--- config.mk ---
export PLATFORM = sky130hd
export DESIGN_NAME = alert_scheduler
export DESIGN_NICKNAME = d
export VERILOG_FILES = /design/src/rtl/alert_scheduler.sv
export SDC_FILE = /design/constraint.sdc
export NUM_CORES = 1
export LEC_CHECK = 0
export CAP_MARGIN = 5
export CORE_MARGIN = 2
export CORE_UTILIZATION = 45
export DETAILED_ROUTE_END_ITERATION = 10
export MAX_ROUTING_LAYER = met4
export SLEW_MARGIN = 20
export SYNTH_ARGS = -nofsm -noshare
export SYNTH_HDL_FRONTEND = slang
export SYNTH_SLANG_ARGS = --single-unit
--- constraint.sdc ---
create_clock -name clk -period 6.07 [get_ports clk]
set_clock_uncertainty 0.05 [all_clocks]
set_input_delay 0.607 -clock clk [delete_from_list [all_inputs] [get_ports clk]]
set_output_delay 0.607 -clock clk [all_outputs]
set_load 0.05 [all_outputs]
--- src/rtl/alert_scheduler.sv ---
// Alert scheduler: latches rising-edge alerts, announces the highest priority
// one on a shared buzzer, retries until acknowledged and escalates if unanswered.
module alert_scheduler #(
    parameter int unsigned BEEP_CYCLES = 50,
    parameter int unsigned ACK_TIMEOUT = 200,
    parameter int unsigned MAX_RETRY   = 3
) (
    input  logic       clk,
    input  logic       reset,
    input  logic       fall_state,
    input  logic       bpm_state,
    input  logic       temp_state,
    input  logic       medicine_reminder,
    input  logic       ack,
    output logic       buzzer,
    output logic [3:0] active_alert,
    output logic [3:0] pending,
    output logic       escalate,
    output logic       busy
);

    typedef enum logic [1:0] {
        IDLE,
        ANNOUNCE,
        WAIT_ACK,
        ESCALATE
    } state_e;

    localparam logic [15:0] BEEP_LOAD = 16'(BEEP_CYCLES - 1);
    localparam logic [15:0] ACK_LOAD  = 16'(ACK_TIMEOUT - 1);
    localparam logic [3:0]  RETRY_LIM = 4'(MAX_RETRY);

    state_e      state_q, state_d;
    logic [3:0]  prev_q, prev_d;
    logic [3:0]  pending_q, pending_d;
    logic [3:0]  active_q, active_d;
    logic [15:0] timer_q, timer_d;
    logic [3:0]  retry_q, retry_d;
    logic        buzzer_q, buzzer_d;
    logic        escalate_q, escalate_d;
    logic        busy_q, busy_d;

    logic [3:0]  alerts;
    logic [3:0]  rise;
    logic [3:0]  pick;
    logic [3:0]  clear;
    logic [3:0]  retry_inc;
    logic        preempt;

    always_comb begin
        alerts    = {medicine_reminder, temp_state,
                     bpm_state, fall_state};
        rise      = alerts & ~prev_q;
        // Lowest set bit is the highest-priority pending alert.
        pick      = pending_q & (~pending_q + 4'd1);
        retry_inc = retry_q + 4'd1;
        preempt   = rise[0] && !active_q[0];

        prev_d   = alerts;
        state_d  = state_q;
        active_d = active_q;
        timer_d  = timer_q;
        retry_d  = retry_q;
        clear    = 4'b0000;

        unique case (state_q)
            IDLE: begin
                if (|pending_q) begin
                    state_d  = ANNOUNCE;
                    active_d = pick;
                    retry_d  = 4'd0;
                    timer_d  = BEEP_LOAD;
                end
            end
            ANNOUNCE: begin
                if (ack) begin
                    clear    = active_q;
                    active_d = 4'b0000;
                    retry_d  = 4'd0;
                    timer_d  = 16'd0;
                    state_d  = IDLE;
                end else if (preempt) begin
                    active_d = 4'b0000;
                    retry_d  = 4'd0;
                    timer_d  = 16'd0;
                    state_d  = IDLE;
                end else if (timer_q != 16'd0) begin
                    timer_d = timer_q - 16'd1;
                end else begin
                    timer_d = ACK_LOAD;
                    state_d = WAIT_ACK;
                end
            end
            WAIT_ACK: begin
                if (ack) begin
                    clear    = active_q;
                    active_d = 4'b0000;
                    retry_d  = 4'd0;
                    timer_d  = 16'd0;
                    state_d  = IDLE;
                end else if (preempt) begin
                    active_d = 4'b0000;
                    retry_d  = 4'd0;
                    timer_d  = 16'd0;
                    state_d  = IDLE;
                end else if (timer_q != 16'd0) begin
                    timer_d = timer_q - 16'd1;
                end else begin
                    retry_d = retry_inc;
                    if (retry_inc == RETRY_LIM) begin
                        timer_d = 16'd0;
                        state_d = ESCALATE;
                    end else begin
                        timer_d = BEEP_LOAD;
                        state_d = ANNOUNCE;
                    end
                end
            end
            ESCALATE: begin
                if (ack) begin
                    clear    = active_q;
                    active_d = 4'b0000;
                    retry_d  = 4'd0;
                    timer_d  = 16'd0;
                    state_d  = IDLE;
                end
            end
        endcase

        // A fresh edge on the source being cleared keeps it pending.
        pending_d  = (pending_q & ~clear) | rise;
        buzzer_d   = (state_d == ANNOUNCE) ||
                     (state_d == ESCALATE);
        escalate_d = (state_d == ESCALATE);
        busy_d     = (state_d != IDLE);
    end

    always_ff @(posedge clk or posedge reset) begin
        if (reset) begin
            state_q    <= IDLE;
            prev_q     <= 4'b0000;
            pending_q  <= 4'b0000;
            active_q   <= 4'b0000;
            timer_q    <= 16'd0;
            retry_q    <= 4'd0;
            buzzer_q   <= 1'b0;
            escalate_q <= 1'b0;
            busy_q     <= 1'b0;
        end else begin
            state_q    <= state_d;
            prev_q     <= prev_d;
            pending_q  <= pending_d;
            active_q   <= active_d;
            timer_q    <= timer_d;
            retry_q    <= retry_d;
            buzzer_q   <= buzzer_d;
            escalate_q <= escalate_d;
            busy_q     <= busy_d;
        end
    end

    assign buzzer       = buzzer_q;
    assign active_alert = active_q;
    assign pending      = pending_q;
    assign escalate     = escalate_q;
    assign busy         = busy_q;

endmodule

==> out/results.txt, run 1 <==
outcome: finished, final reports clean
Root Driver: clkbuf_8
# rows: 24
largest net degree at the start of global routing: 38
DRT Pass-1 Iters: 4
Pwr Density: 445.4 nW/um2
VDD IR-drop max: 0.2191 mV
gpl congestion: 0.8485
Die Wd: 71.41 um
vias per inst: 5.674
CP Class: in2reg
final hold viol count: 0
die height: 71.41 um
CTS tree: yes
Detail Route Antenna Nets: 0
WL/cell: 14.53 um
antenna violations before repair: 0
Core ar.: 4354 um2
DIE AREA: 5099 um2
Avg Inst Size Synth: 9.554 um2
element type at the critical path start: input pin
CP startpoint: fall_state
FF-to-FF path depth: 7
Detailed Place HPWL: 2.986 mm
post-synthesis cell type count: 46
Post-CTS Resized: 0
fmax: 390.1 MHz
Final Critical Period: 2563 ps
Final Net Count: 250
IO Pins: 18
CTS clock-pin slew for the worst setup and hold paths: 70 ps
Total Routing Usage GR: 0.1873
drt total wl: 4.185 mm
# clock sinks: 37
synthesized net count: 229
Hold Crit Start: prev_q[3]$_DFF_PP0_
crit-path cells: clkdlybuf4s50_1 > or3b_1 > nand2_1 > o211ai_4 > or4_1 > nand3_1
Max Cap Viol: 0
Clock Latency Late Sink: 290 ps
CP Data Arrival Time: 2740 ps
share of the yosys chip area belonging to registers: 0.4529
worst hold-check path type: reg2reg
transition time of the tightest slew-check pin: 824.7 ps
Async SR Flop Fraction: 1.000
PortBufs: 17
total grt overflow: 0
via count: 1634
number of synthesized register bits: 37
n_diodes: 0
CTS Buf Count: 5
hold path cells: 1
slowest cell on the critical path: or4_1
Post-CTS Hold Buffers: 0
Syn Inst Count: 214
EDFF count, synth: 0
RSZ-0062 raised after global routing: no
Cell Area, Placed: 2262 um2
final hold slack: 375.4 ps
synth warn: 0
Pins Over Slew Limit: 0
Initial Util: 0.4695
post-CTS setup buffer count: 0
final setup vio count: 0
Crit path required time: 6250 ps
fin area: 2345 um2
Main synth FF type: dfrtp_1
First DRT Iteration DRCs: 56
Max-Slew Margin vs Limit: 0.4465
Static Leak: 0.001072 uW
crit share post-route: 0.4223
CTS Buffer Depth: 2
Clock H-tree levels: 2
setup TNS: 0 ps
DR DRC count: 0
total power: 1044 uW
first-pass GRT wire length: 7.348 mm
share of layout cells above drive strength 1: 0.07627
Critical Path Sink Type: register
CP peak stage delay: 500 ps
vias in the first global route: 1652
Max FO, Critical Path: 11
Synth-to-Final Area Change: 14.69%
RR Startpoint: timer_q[0]$_DFFE_PP0P_
post-synthesis cell area: 2044 um2
==> Yosys cell counts (all sizes together) (3+ instances only) <==
cell type	instances	area [um2]
and2	3	18.77
xor2	6	52.55
nand3	7	35.03
o21ai	16	80.08
inv	17	63.81
nor2b	3	18.77
nor4	6	67.56
nor2	18	67.56
nor4b	3	32.53
ha	8	100.1
a21oi	8	43.79
xnor2	4	35.03
or4	3	22.52
buf	3	21.27
a31oi	3	18.77
a22oi	3	22.52
dfrtp	37	925.9
nor3	8	40.04
a2bb2oi	3	26.28
nand2	23	86.33
a21o	3	22.52
==> through the flow <==
step | utilization | instances | worst slack [ps]
global placement | 0.5195 | 280 | 3244
global route | 0.5385 | 288 | 3394
floorplan | - | 214 | 3991
detailed placement | 0.5195 | 280 | 3232
CTS | 0.5385 | 288 | 3551
finish | 0.5385 | 288 | 3507
==> state kept, by name, indices dropped and copies added (netlist names) <==
register      cells
active_alert      4
prev_q            4
busy              1
escalate          1
state_q           2
retry_q           4
pending           4
buzzer            1
timer_q          16
==> layout make-up <==
type | count | area [um2]
Multi-Input combinational cell | 156 | 1030
Clock inverter | 2 | 10.01
Clock buffer | 6 | 72.57
Inverter | 17 | 63.81
Fill cell | 379 | 2009
Tap cell | 52 | 65.06
Timing Repair Buffer | 18 | 177.7
Sequential cell | 37 | 925.9
==> layer usage <==
layer  vias up  GRT usage  part of all wire
met5         -          -                 0
met4         0    0.07547             0.023
met3         9    0.04079             0.040
met2        35     0.2994              0.47
met1       788     0.2312              0.47
li1        802          -                 -
==> cell usage in the layout, fill, tap and decap left out, types with 3 or more instances in the layout <==
master	synthesis	final
nor2_1	18	18
or4_1	3	3
inv_1	17	17
a2bb2oi_1	3	3
ha_1	8	8
dfrtp_1	37	37
nand2_1	23	23
o21ai_0	16	15
a21oi_1	7	7
nor4_1	4	4
xor2_1	6	6
nor3_1	8	8
and2_1	3	3
xnor2_1	4	4
nor2b_1	3	3
a22oi_1	3	3
a21o_1	3	3
a31oi_1	3	3
clkbuf_8	0	5
nand3_1	7	7
clkdlybuf4s50_1	0	17
==> path summary, 6_finish.rpt <==
kind / end / slack [ps]
max in group asynchronous: pending[0]$_DFF_PP0_ / 4970
hold / removal: pending[3]$_DFF_PP0_ / 380
setup / recovery: retry_q[3]$_DFFE_PP0P_ / 3510
hold reg to reg: pending[3]$_DFF_PP0_ / 380
setup reg to reg: timer_q[2]$_DFFE_PP0P_ / 3530
min in group asynchronous: timer_q[14]$_DFFE_PP0P_ / 680
==> critical path: cells and delay by family <==
| family | cells | cell delay [ps] |
|---|---|---|
| AND/OR/NAND/NOR | 4 | 1450 |
| buffers and inverters | 1 | 490 |
| AO/OA/AOI/OAI | 1 | 190 |
==> where the power goes <==
| group | internal (uW) | switching (uW) | total, uW | leakage [uW] |
|---|---|---|---|---|
| registers | 300 | 63.9 | 364 | 0.000471 |
| logic | 202 | 312 | 515 | 0.000556 |
| clock network | 79.5 | 86.0 | 166 | 0.0000450 |
==> logic make-up after synthesis <==
group | Yosys count | share of synthesized area
mux | 2 | 0.01102
flops | 37 | 0.4529
compound gates | 45 | 0.1457
fa+ha+maj | 8 | 0.04896
buf+inv | 21 | 0.04345
xor+xnor | 10 | 0.04284
simple gates | 91 | 0.2552
Power figures use the tool's default switching activity.
==> run 2: changes to the inputs <==
==> constraint.sdc (replaced) <==
create_clock -name clk -period 2.47 [get_ports clk]
set_clock_uncertainty 0.05 [all_clocks]
set_input_delay 0.247 -clock clk [delete_from_list [all_inputs] [get_ports clk]]
set_output_delay 0.247 -clock clk [all_outputs]
set_load 0.05 [all_outputs]
==> run 2 against run 1 <==
Net effect: die area stayed put; via count up 2.9%; critical path type is now reg2reg; sequential share of layout area is 0.93 points lower; cell area is 2.4% higher; routed wire length is 5.2% higher; register-to-register slack worse by 3300 ps; critical path depth grew 1; combinational power grew to 2.5 times the previous value.
==> out/results.txt, run 2 (synthesis gave the netlist of run 1 again) <==
outcome: finished, final reports clean
CTS clock-pin slew for the worst setup and hold paths: 70 ps (about the same)
largest net degree at the start of global routing: 38 (unchanged)
RSZ-0062 raised after global routing: no
Max Cap Viol: 0 (unchanged)
CTS Buf Count: 5 (unchanged)
Crit path required time: 2650 ps (-3600 ps)
commonest non-fill, non-tap cell in the layout: dfrtp_1
drt total wl: 4.403 mm (+5.2%)
Clock Latency Late Sink: 290 ps (about the same)
First DRT Iteration DRCs: 106 (+89%)
max reg flops: 16 (unchanged)
antenna violations before repair: 0 (unchanged)
total grt overflow: 0 (unchanged)
Post-CTS Resized: 0 (unchanged)
Detailed Place HPWL: 3.256 mm (+9.1%)
vias per inst: 5.702 (+0.49%)
post-CTS setup buffer count: 0 (unchanged)
total power: 2618 uW (+150%)
Pins Over Slew Limit: 0 (unchanged)
Final Net Count: 257 (+2.8%)
Die Wd: 71.41 um (unchanged)
# rows: 24 (unchanged)
most frequent cells in the layout: dfrtp_1, nand2_1, nor2_1, inv_1, clkdlybuf4s50_1
IO Pins: 18 (unchanged)
via count: 1682 (+2.9%)
# clock sinks: 37 (unchanged)
share of layout cells above drive strength 1: 0.1070 (+0.03072)
n_diodes: 0 (unchanged)
CTS Buffer Depth: 2 (unchanged)
Pwr Density: 1090 nW/um2 (+140%)
RR Startpoint: timer_q[0]$_DFFE_PP0P_
WL/cell: 14.93 um (+2.7%)
Critical Path Sink Type: register
CTS tree: yes
crit share post-route: 0.9071
VDD IR-drop max: 0.4944 mV (+130%)
CP Data Arrival Time: 2420 ps (-320 ps)
final hold viol count: 0 (unchanged)
Max-Slew Margin vs Limit: 0.6477 (+0.2011)
CP Class: reg2reg
setup TNS: 0 ps (unchanged)
PortBufs: 17 (unchanged)
Root Driver: clkbuf_8
Total Routing Usage GR: 0.2022 (+0.01495)
DRT Pass-1 Iters: 4 (unchanged)
R2R setup slack: 230 ps (-3300 ps)
transition time of the tightest slew-check pin: 523.0 ps (-301.7 ps)
DIE AREA: 5099 um2 (unchanged)
final setup vio count: 0 (unchanged)
FF-to-FF path depth: 7 (unchanged)
die height: 71.41 um (unchanged)
Top reg by flops: timer_q
Clock H-tree levels: 2 (unchanged)
first-pass GRT wire length: 7.948 mm (+8.2%)
element type at the critical path start: register
worst hold-check path type: in2async
Initial Util: 0.4695 (unchanged)
Synth-to-Final Area Change: 17.44%
gpl congestion: 0.9284 (+9.4%)
Post-CTS Hold Buffers: 0 (unchanged)
Static Leak: 0.001103 uW (+2.9%)
Max FO, Critical Path: 9 (-2)
Reg2Reg Capture Point: retry_q[3]$_DFFE_PP0P_
Final Critical Period: 2240 ps
DR DRC count: 0 (unchanged)
Core ar.: 4354 um2 (unchanged)
fmax: 446.3 MHz
vias in the first global route: 1763 (+6.7%)
Detail Route Antenna Nets: 0 (unchanged)
==> run 2: cell types whose count changed in the layout (fill, tap and decap cells not counted), sizes merged <==
cell      previous run  this run
clkbuf               6         5
buf                  1         8
clkinvlp             0         1
==> run 2: cell type report <==
type / count / area [um2]
Fill cell: 393 / 1953
Multi-Input combinational cell: 156 / 1030
Sequential cell: 37 / 925.9
Timing Repair Buffer: 25 / 230.2
Clock buffer: 5 / 68.82
Tap cell: 52 / 65.06
Inverter: 17 / 63.81
Clock inverter: 3 / 17.52
==> run 2: metal layers <==
layer / global-route usage / vias up / wire length (um)
met5: - / - / 0
met4: 0.06918 / 0 / 55
met3: 0.04782 / 6 / 134
met2: 0.3272 / 32 / 2230
met1: 0.2491 / 823 / 1983
li1: - / 821 / -
==> run 2: worst max-delay path by stage <==
stage                                     start                      to  slack [ps]
floorplan           active_alert[0]$_DFFE_PP0P_  retry_q[3]$_DFFE_PP0P_         390
global placement                     fall_state  retry_q[3]$_DFFE_PP0P_         230
detailed placement                   fall_state  retry_q[3]$_DFFE_PP0P_         130
CTS                      timer_q[0]$_DFFE_PP0P_  retry_q[3]$_DFFE_PP0P_         220
global route             timer_q[0]$_DFFE_PP0P_  retry_q[3]$_DFFE_PP0P_          50
finish                   timer_q[0]$_DFFE_PP0P_  retry_q[3]$_DFFE_PP0P_         230
==> run 2: power breakdown <==
part	switching, uW	internal (uW)	leakage [uW]
clock	217	195	0.0000439
sequential	160	738	0.000471
combinational	773	535	0.000589
==> run 2: stage by stage <==
stage	worst slack (ps)	hold WS, ps	cells	utilization	instance area [um2]
global placement	225.4	357.5	287	0.5316	2315
finish	229.6	314.8	295	0.5514	2401
floorplan	390.5	228.4	214	-	2044
detailed placement	134.1	362.2	287	0.5316	2315
global route	54.67	365.0	295	0.5514	2401
CTS	221.1	333.7	295	0.5514	2401
==> run 2: critical path, cell delays in order (launching register included) <==
cell and delay [ps]:
dfrtp_1 400, inv_1 90, ha_1 220, nor4b_2 250, and4_1 400, o211ai_4 150
or4_1 510, nand3_1 100
